===== src/rtl/comparator_pkg.sv =====
// Shared types and constants for the registered magnitude comparator.
// Build option: define COMPARATOR_SIGNED_EN for two's-complement comparison.
package comparator_pkg;

    localparam int unsigned CMP_WIDTH_DEFAULT = 20;

    typedef enum logic [1:0] {
        CMP_EQ   = 2'd0,
        CMP_A_GT = 2'd1,
        CMP_B_GT = 2'd2
    } cmp_result_t;

    // Decode a result into {same, a_high, b_high}; exactly one bit set for legal codes.
    function automatic logic [2:0] cmp_onehot(input cmp_result_t r);
        logic [2:0] f;
        case (r)
            CMP_EQ:   f = 3'b100;
            CMP_A_GT: f = 3'b010;
            CMP_B_GT: f = 3'b001;
            default:  f = 3'b100;
        endcase
        return f;
    endfunction

endpackage


===== src/rtl/mag_compare.sv =====
// Combinational comparator: ordering of a vs b plus |a-b|.
// Build option: COMPARATOR_SIGNED_EN selects signed operands (default unsigned).
module mag_compare
    import comparator_pkg::*;
#(
    parameter int unsigned WIDTH = CMP_WIDTH_DEFAULT
) (
    input  logic [WIDTH-1:0] a,
    input  logic [WIDTH-1:0] b,
    output cmp_result_t      result,
    output logic [WIDTH-1:0] diff
);

    // One extra bit holds the full difference range, so its top bit is the "a < b" sign.
    logic [WIDTH:0] a_x;
    logic [WIDTH:0] b_x;
    logic [WIDTH:0] sub;

`ifdef COMPARATOR_SIGNED_EN
    assign a_x = {a[WIDTH-1], a};
    assign b_x = {b[WIDTH-1], b};
`else
    assign a_x = {1'b0, a};
    assign b_x = {1'b0, b};
`endif

    assign sub = a_x - b_x;

    // Classify from the extended difference and fold a negative result to its magnitude.
    always_comb begin
        result = CMP_A_GT;
        diff   = sub[WIDTH-1:0];
        if (sub == '0) begin
            result = CMP_EQ;
        end else if (sub[WIDTH]) begin
            result = CMP_B_GT;
            diff   = -sub[WIDTH-1:0];
        end
    end

endmodule


===== src/rtl/comparator_always.sv =====
// Registered comparator: one-cycle latency, results hold while in_valid is low.
// Build option: COMPARATOR_SIGNED_EN (signed compare); default build is unsigned.
module comparator_always
    import comparator_pkg::*;
#(
    parameter int unsigned WIDTH = CMP_WIDTH_DEFAULT
) (
    input  logic             clk,
    input  logic             rst_n,
    input  logic             in_valid,
    input  logic [WIDTH-1:0] A,
    input  logic [WIDTH-1:0] B,
    output logic             out_valid,
    output logic             Same,
    output logic             A_High,
    output logic             B_High,
    output logic [WIDTH-1:0] Diff
);

    cmp_result_t      res_c;
    logic [WIDTH-1:0] diff_c;

    logic             same_d;
    logic             a_high_d;
    logic             b_high_d;
    logic [WIDTH-1:0] diff_d;

    mag_compare #(.WIDTH(WIDTH)) u_mag (
        .a      (A),
        .b      (B),
        .result (res_c),
        .diff   (diff_c)
    );

    // Next result: load on in_valid, otherwise keep the current registers.
    always_comb begin
        same_d   = Same;
        a_high_d = A_High;
        b_high_d = B_High;
        diff_d   = Diff;
        if (in_valid) begin
            {same_d, a_high_d, b_high_d} = cmp_onehot(res_c);
            diff_d = diff_c;
        end
    end

    // Result and valid registers, cleared asynchronously.
    always_ff @(posedge clk or negedge rst_n) begin
        if (!rst_n) begin
            out_valid <= 1'b0;
            Same      <= 1'b0;
            A_High    <= 1'b0;
            B_High    <= 1'b0;
            Diff      <= '0;
        end else begin
            out_valid <= in_valid;
            Same      <= same_d;
            A_High    <= a_high_d;
            B_High    <= b_high_d;
            Diff      <= diff_d;
        end
    end

endmodule


===== config.mk =====
export PLATFORM = sky130hd
export DESIGN_NAME = comparator_always
export DESIGN_NICKNAME = d
export VERILOG_FILES = /design/src/rtl/comparator_pkg.sv /design/src/rtl/mag_compare.sv /design/src/rtl/comparator_always.sv
export SDC_FILE = /design/constraint.sdc
export NUM_CORES = 1
export LEC_CHECK = 0
export ABC_AREA = 1
export CORE_ASPECT_RATIO = 0.6
export CORE_MARGIN = 2
export CORE_UTILIZATION = 30
export DETAILED_ROUTE_END_ITERATION = 6
export PLACE_DENSITY = 0.52
export SYNTH_ARGS = -nofsm -noshare
export SYNTH_HDL_FRONTEND = slang
export SYNTH_SLANG_ARGS = --single-unit
export TNS_END_PERCENT = 50

===== constraint.sdc =====
create_clock -name clk -period 0.92 [get_ports clk]
set_input_delay 0.138 -clock clk [delete_from_list [all_inputs] [get_ports clk]]
set_output_delay 0.138 -clock clk [all_outputs]
set_load 0.02 [all_outputs]

==> results.py, run 1 <==
metrics = {
    "outcome": {
        "status": "finished with violations",
        "violations": "setup timing",
    },
    "sta": {
        "fin_ws_ns": -1.29,
        "finClkSkew_ns": 0,
        "tns_ns": -23.05,
        "finalCritPeriodShare": 2.40,
        "worstMarginPinSlew_ns": 0.260,
        "max_freq_mhz": 453,
        "relSlewSlack": 0.825,
        "rsz0062_at_grt": "yes",
        "finalMaxSlewViolations": 0,
        "setup-violations-final": 45,
        "min_period_ns": 2.21,
        "finalHoldViolations": 0,
    },
    "drt": {
        "route.vias.total": 3690,
        "routed_wl_um": 10100,
        "drt_iter0_drc": 153,
        "ant_nets": 0,
        "wl_per_cell_um": 12.4,
        "dr.pass1.iters": 6,
        "drcViolationCount": 0,
        "drt-vias-per-instance": 4.54,
    },
    "floorplanning": {
        "die_area_um2": 10400,
        "start_util": 0.312,
        "rows": 27,
        "die_x_um": 131,
        "pin_count": 67,
        "die_h_um": 80.0,
        "core_um2": 9260,
    },
    "flow_run": {
        "max_cap_viol_count": 0,
    },
    "global_route": {
        "grt_max_degree": 25,
        "track_usage": 0.200,
        "grt_pass1_wl_um": 16700,
        "grt-ovfl-total": 0,
        "grt_pass1_vias": 3690,
        "grt_antenna_before_repair": 0,
    },
    "synthesis": {
        "synth_area_per_cell_um2": 5.95,
        "seq_area_frac_synth": 0.208,
        "syn_nets": 550,
        "synth_seq_cells": 24,
        "synth_cell_type_count": 30,
        "syn_inst": 485,
        "syn_area_um2": 2890,
        "yosysWarnings": 0,
    },
    "worst_setup_path": {
        "cpPeakStageDelay_ns": 0.59,
        "worst-setup-path-type": "input port to flop",
        "cp_top_family": "simple AND/OR/NAND/NOR gates",
        "r2r_setup_slack_ns": 0.16,
        "required_ns": 1.08,
        "arrival_ns": 2.37,
        "crit_chain": "buf_8 > inv_8 > ha_4 > fa_2 > ha_4 > inv_2 > nor2_4 > nand2_2 > nor2_2 > nand3b_1 > inv_1 > nand2_2 > nor2_4 > nand3b_4 > nor2_4 > nand2_2 > nand2_1 > nand2_1",
        "worst-path-buf-inv": 4,
        "worstPathMaxFanout": 3,
        "end_kind": "flop",
        "crit_slowest_cell": "fa_2",
        "crit_path_start_kind": "input port",
    },
    "power": {
        "ir_worst_vdd_mv": 0.840,
        "p_leak_nw": 2.90,
        "pwr_density_cell_nw_per_um2": 1200,
    },
    "cts": {
        "clockBufferDepth": 2,
        "htreeDepth": 1,
        "clock_sinks": 24,
        "root_buffer": "clkbuf_16",
        "numCtsBuffers": 3,
        "clk_pin_slew_ns": 0.06,
        "cts_tree": "done",
        "clk_latency_ns": 0.26,
        "cts_hold_buf": 0,
    },
    "placed_design": {
        "hpwl_um": 6950,
        "place.gp.congestion": 0.849,
        "dp_slack_ns": -2.03,
        "io_buffers": 66,
    },
    "final_layout": {
        "drive_gt1_frac": 0.575,
        "fin_nets": 749,
        "n_antenna_cell": 0,
        "area_growth_pct": 94.9,
    },
    "hold_path": {
        "hold_path_class": "input port to flop",
    },
}
[registers in the layout (all words and copies together) (netlist names)]
| signal | cells |
|---|---|
| Diff | 20 |
| A_High | 1 |
| B_High | 1 |
| Same | 1 |
| out_valid | 1 |
[cell usage after synthesis]
cell	count	share of area
a21oi_1	13	0.023
a21oi_2	1	0.0030
and2_1	1	0.0022
buf_2	1	0.0017
buf_4	1	0.0026
buf_6	2	0.0078
clkbuf_1	3	0.0039
dfrtp_1	24	0.21
fa_1	1	0.0069
ha_1	21	0.091
inv_1	83	0.11
inv_2	7	0.0091
nand2_1	176	0.23
nand2_2	16	0.035
nand2_4	1	0.0039
nand3_1	40	0.069
nand3_2	2	0.0069
nand3b_1	7	0.018
nand3b_4	1	0.0069
nand4_1	9	0.020
nor2_1	33	0.043
nor2_2	6	0.013
nor2_4	3	0.012
nor3_1	2	0.0035
o21ai_0	10	0.017
o21ai_1	5	0.0087
o21ai_2	1	0.0030
o21bai_1	2	0.0052
xnor2_1	7	0.021
xor2_1	6	0.018
[repair_timing]
item | CTS | global route
pin swaps | 135 | 55
setup endpoints to repair | 47 | 47
resized for setup | 358 | 104
setup buffers | 44 | 6
gates cloned | 2 | 0
[through the flow]
step	utilization	hold slack [ns]	power, mW	instances	area, µm²
floorplan	-	-0.158	3.13	485	2930
global placement	0.476	0.468	4.70	764	4400
detailed placement	0.476	0.465	4.73	764	4400
CTS	0.584	0.209	6.47	811	5400
global route	0.608	0.233	7.26	813	5630
finish	0.608	0.214	6.77	813	5630
[placed cells by master, fill, tap and decap left out, drive strengths merged]
| cell type | n |
|---|---|
| xnor2 | 7 |
| ha | 21 |
| o21ai | 16 |
| a21oi | 14 |
| clkinv | 1 |
| xor2 | 6 |
| inv | 91 |
| nor2 | 42 |
| and2 | 1 |
| nand4 | 9 |
| dlygate4sd2 | 3 |
| clkdlybuf4s50 | 6 |
| fa | 1 |
| o21bai | 2 |
| clkdlybuf4s15 | 12 |
| dfrtp | 24 |
| nand3 | 42 |
| buf | 162 |
| clkbuf | 20 |
| nor3 | 2 |
| nand2 | 193 |
| nand3b | 8 |
[final timing paths]
kind | start | end | cells past startpoint
max | A[0] | A_High$_DFFE_PN0P_ | 18
min | B[0] | Diff[0]$_DFFE_PN0P_ | 3
max reg2reg | Diff[8]$_DFFE_PN0P_ | Diff[8]$_DFFE_PN0P_ | 3
min reg2reg | Diff[12]$_DFFE_PN0P_ | Diff[12]$_DFFE_PN0P_ | 2
max in group asynchronous | rst_n | Diff[12]$_DFFE_PN0P_ | 2
min in group asynchronous | rst_n | Diff[0]$_DFFE_PN0P_ | 2
[report_power, final]
| part | switching [mW] | leakage [nW] | internal, mW | total [mW] |
|---|---|---|---|---|
| clock | 0.388 | 0.0442 | 0.666 | 1.05 |
| combinational | 2.25 | 2.57 | 2.08 | 4.33 |
| sequential | 0.123 | 0.291 | 1.27 | 1.39 |
[cell type report]
type | count | area (µm²)
Inverter | 90 | 365
Timing Repair Buffer | 199 | 1620
Clock buffer | 4 | 88.8
Tap cell | 130 | 163
Multi-Input combinational cell | 364 | 2770
Timing Repair inverter | 2 | 20.0
Sequential cell | 24 | 601
Fill cell | 848 | 3630
[metal layers]
metal / global-route usage / vias to the layer above / share of wire / routed length, µm
li1: - / 1900 / - / -
met4: 0.0287 / 0 / 0.0075 / 76
met3: 0.0349 / 14 / 0.046 / 466
met2: 0.332 / 86 / 0.46 / 4680
met5: 0 / - / 0 / 0
met1: 0.277 / 1690 / 0.48 / 4880
[kinds of logic after synthesis]
logic type      synth area share
compound gates            0.0598
simple gates               0.462
fa+ha+maj                 0.0980
flops                      0.208
xor+xnor                  0.0394
buf+inv                    0.133
[tightest hold or removal path: stages]
cell     delay [ns]
buf_6          0.07
ha_4           0.15
o21ai_0        0.08
(Power assumes the default switching activity.)
==> run 2: changes to the inputs <==
Settings changed: RECOVER_POWER from default to 100.
==> results.py, run 2 (synthesized netlist as in run 1, its figures left out) <==
metrics = {
    "sta": {
        "finalHoldViolations": 0,
        "max_freq_mhz": 453,
        "min_period_ns": 2.21,
        "finalMaxSlewViolations": 0,
        "finalCritPeriodShare": 2.40,
        "relSlewSlack": 0.591,
        "fin_ws_ns": -1.29,
        "rsz0062_at_grt": "yes",
        "setup-violations-final": 45,
        "worstMarginPinSlew_ns": 0.613,
        "finClkSkew_ns": 0,
    },
    "final_layout": {
        "fillCellCount": 851,
        "instances_no_fill": 813,
        "area_growth_pct": 94.3,
        "final_common_cell": "buf_4",
        "n_antenna_cell": 0,
        "largest_register_ffs": 20,
        "most-common-layout-cells": "buf_4, nand2_1, nand2_2",
        "regMostFlops": "Diff",
        "fin_nets": 749,
        "drive_gt1_frac": 0.575,
    },
    "cts": {
        "cts_tree": "done",
        "htreeDepth": 1,
        "clockBufferDepth": 2,
        "clock_sinks": 24,
        "numCtsBuffers": 3,
        "clk_pin_slew_ns": 0.06,
        "clk_latency_ns": 0.26,
        "root_buffer": "clkbuf_16",
    },
    "floorplanning": {
        "pin_count": 67,
        "die_h_um": 80.0,
        "rows": 27,
        "die_area_um2": 10400,
        "start_util": 0.312,
        "core_um2": 9260,
        "die_x_um": 131,
    },
    "hold_path": {
        "hold_path_class": "input port to flop",
    },
    "worst_setup_path": {
        "reg2reg_from": "Diff[8]$_DFFE_PN0P_",
        "worst-setup-path-type": "input port to flop",
        "worstPathMaxFanout": 3,
        "end_kind": "flop",
        "arrival_ns": 2.37,
        "r2r_setup_slack_ns": 0.15,
        "crit_start": "A[0]",
        "r2r-end": "Diff[8]$_DFFE_PN0P_",
        "worst-path-buf-inv": 4,
        "rr_worst_depth": 3,
        "crit_chain": "buf_8 > inv_8 > ha_4 > fa_2 > ha_4 > inv_2 > nor2_4 > nand2_2 > nor2_2 > nand3b_1 > inv_1 > nand2_2 > nor2_4 > nand3b_4 > nor2_4 > nand2_2 > nand2_1 > nand2_1",
        "crit_slowest_cell": "fa_2",
        "cp_top_family": "simple AND/OR/NAND/NOR gates",
        "crit_path_start_kind": "input port",
        "path_depth": 18,
        "cpPeakStageDelay_ns": 0.59,
        "required_ns": 1.08,
        "worstSetupEndpoint": "A_High$_DFFE_PN0P_",
    },
    "placed_design": {
        "place.gp.congestion": 0.849,
        "hpwl_um": 6950,
        "dp_cells": 764,
        "io_buffers": 66,
    },
    "global_route": {
        "grt-ovfl-total": 0,
        "grt_antenna_before_repair": 0,
        "grt_pass1_wl_um": 16700,
        "grt_max_degree": 25,
        "grt_pass1_vias": 3690,
        "track_usage": 0.200,
    },
    "drt": {
        "wl_met1_um": 4880,
        "dr.pass1.iters": 6,
        "drt_iter0_drc": 164,
        "ant_nets": 0,
        "routed_wl_um": 10100,
        "wl_met3_um": 466,
        "route.vias.total": 3691,
        "drt-vias-per-instance": 4.54,
        "wl_per_cell_um": 12.4,
        "drcViolationCount": 0,
        "top_layer_used": "met4",
        "route.met2.wl_um": 4680,
    },
    "power": {
        "comb_power_share": 0.638,
        "switching_share": 0.408,
        "clockPowerShare": 0.156,
        "p_int_mw": 4.01,
        "p_leak_nw": 2.90,
        "p_total_mw": 6.76,
        "ir_worst_vdd_mv": 0.840,
        "pwr_density_cell_nw_per_um2": 1210,
        "switchingPower_mw": 2.76,
        "pwr-share-seq": 0.206,
    },
    "outcome": {
        "status": "finished with violations",
        "violations": "setup timing",
    },
    "flow_run": {
        "max_cap_viol_count": 0,
    },
}
## run 2: cell count changes in the layout (fill, tap and decap cells not counted)
cell / before / now
buf_12: 4 / 3
clkbuf_2: 16 / 18
buf_4: 108 / 107
## run 2: worst min path at each step
stage / startpoint / end / cells after the start
after global placement: Diff[12]$_DFFE_PN0P_ / Diff[12]$_DFFE_PN0P_ / 2
after floorplan: rst_n / A_High$_DFFE_PN0P_ / 0
final: B[0] / Diff[0]$_DFFE_PN0P_ / 3
after detailed placement: A_High$_DFFE_PN0P_ / A_High$_DFFE_PN0P_ / 2
after CTS: B[0] / Diff[0]$_DFFE_PN0P_ / 3
after global routing: B[0] / Diff[0]$_DFFE_PN0P_ / 3
## run 2: cell type report
| class | count | area [µm²] | share of cell area |
|---|---|---|---|
| Inverter | 90 | 365 | 0.0651 |
| Timing Repair Buffer | 199 | 1600 | 0.285 |
| Clock buffer | 4 | 88.8 | 0.0158 |
| Multi-Input combinational cell | 364 | 2770 | 0.494 |
| Timing Repair inverter | 2 | 20.0 | 0.00357 |
| Sequential cell | 24 | 601 | 0.107 |
| Tap cell | 130 | 163 | 0.0290 |
## run 2: per-stage QoR
step / worst slack (ns) / utilization / hold WS (ns) / setup TNS [ns] / instance area [µm²]
floorplan: -1.19 / - / -0.158 / -21.27 / 2930
global placement: -1.98 / 0.476 / 0.468 / -42.65 / 4400
detailed placement: -2.03 / 0.476 / 0.465 / -43.69 / 4400
CTS: -1.20 / 0.584 / 0.209 / -23.70 / 5400
global route: -1.36 / 0.606 / 0.235 / -25.79 / 5610
finish: -1.29 / 0.606 / 0.216 / -23.05 / 5610
## run 2: worst reg2reg max path, delay by kind of cell, from the launching register on
family	cells	cell delay [ns]
buffers and inverters	1	0.14
DFF	1	0.39
AOI/OAI and AO/OA	1	0.06
and+or+nand+nor	1	0.06
## run 2: power groups by stage
stage	logic [mW]	clock network, mW	registers (mW)
2_1_floorplan	1.47	0	1.66
5_1_grt	4.69	1.14	1.42
6_report	4.32	1.06	1.39
4_1_cts	4.01	1.08	1.38
3_5_place_dp	3.32	0	1.41
3_3_place_gp	3.29	0	1.41
## run 2: what timing repair did
action	in CTS	in global routing
setup endpoints to repair	47	47
gates cloned	2	0
pin swaps	135	55
hold buffers	0	0
endpoints found under the hold margin	0	0
buffers inserted	44	6
resized for setup	358	104
## run 2: routing by layer
layer,up-vias,track usage
met5,-,0
met4,0,0.0287
met3,14,0.0349
met2,86,0.332
met1,1691,0.277
li1,1900,-
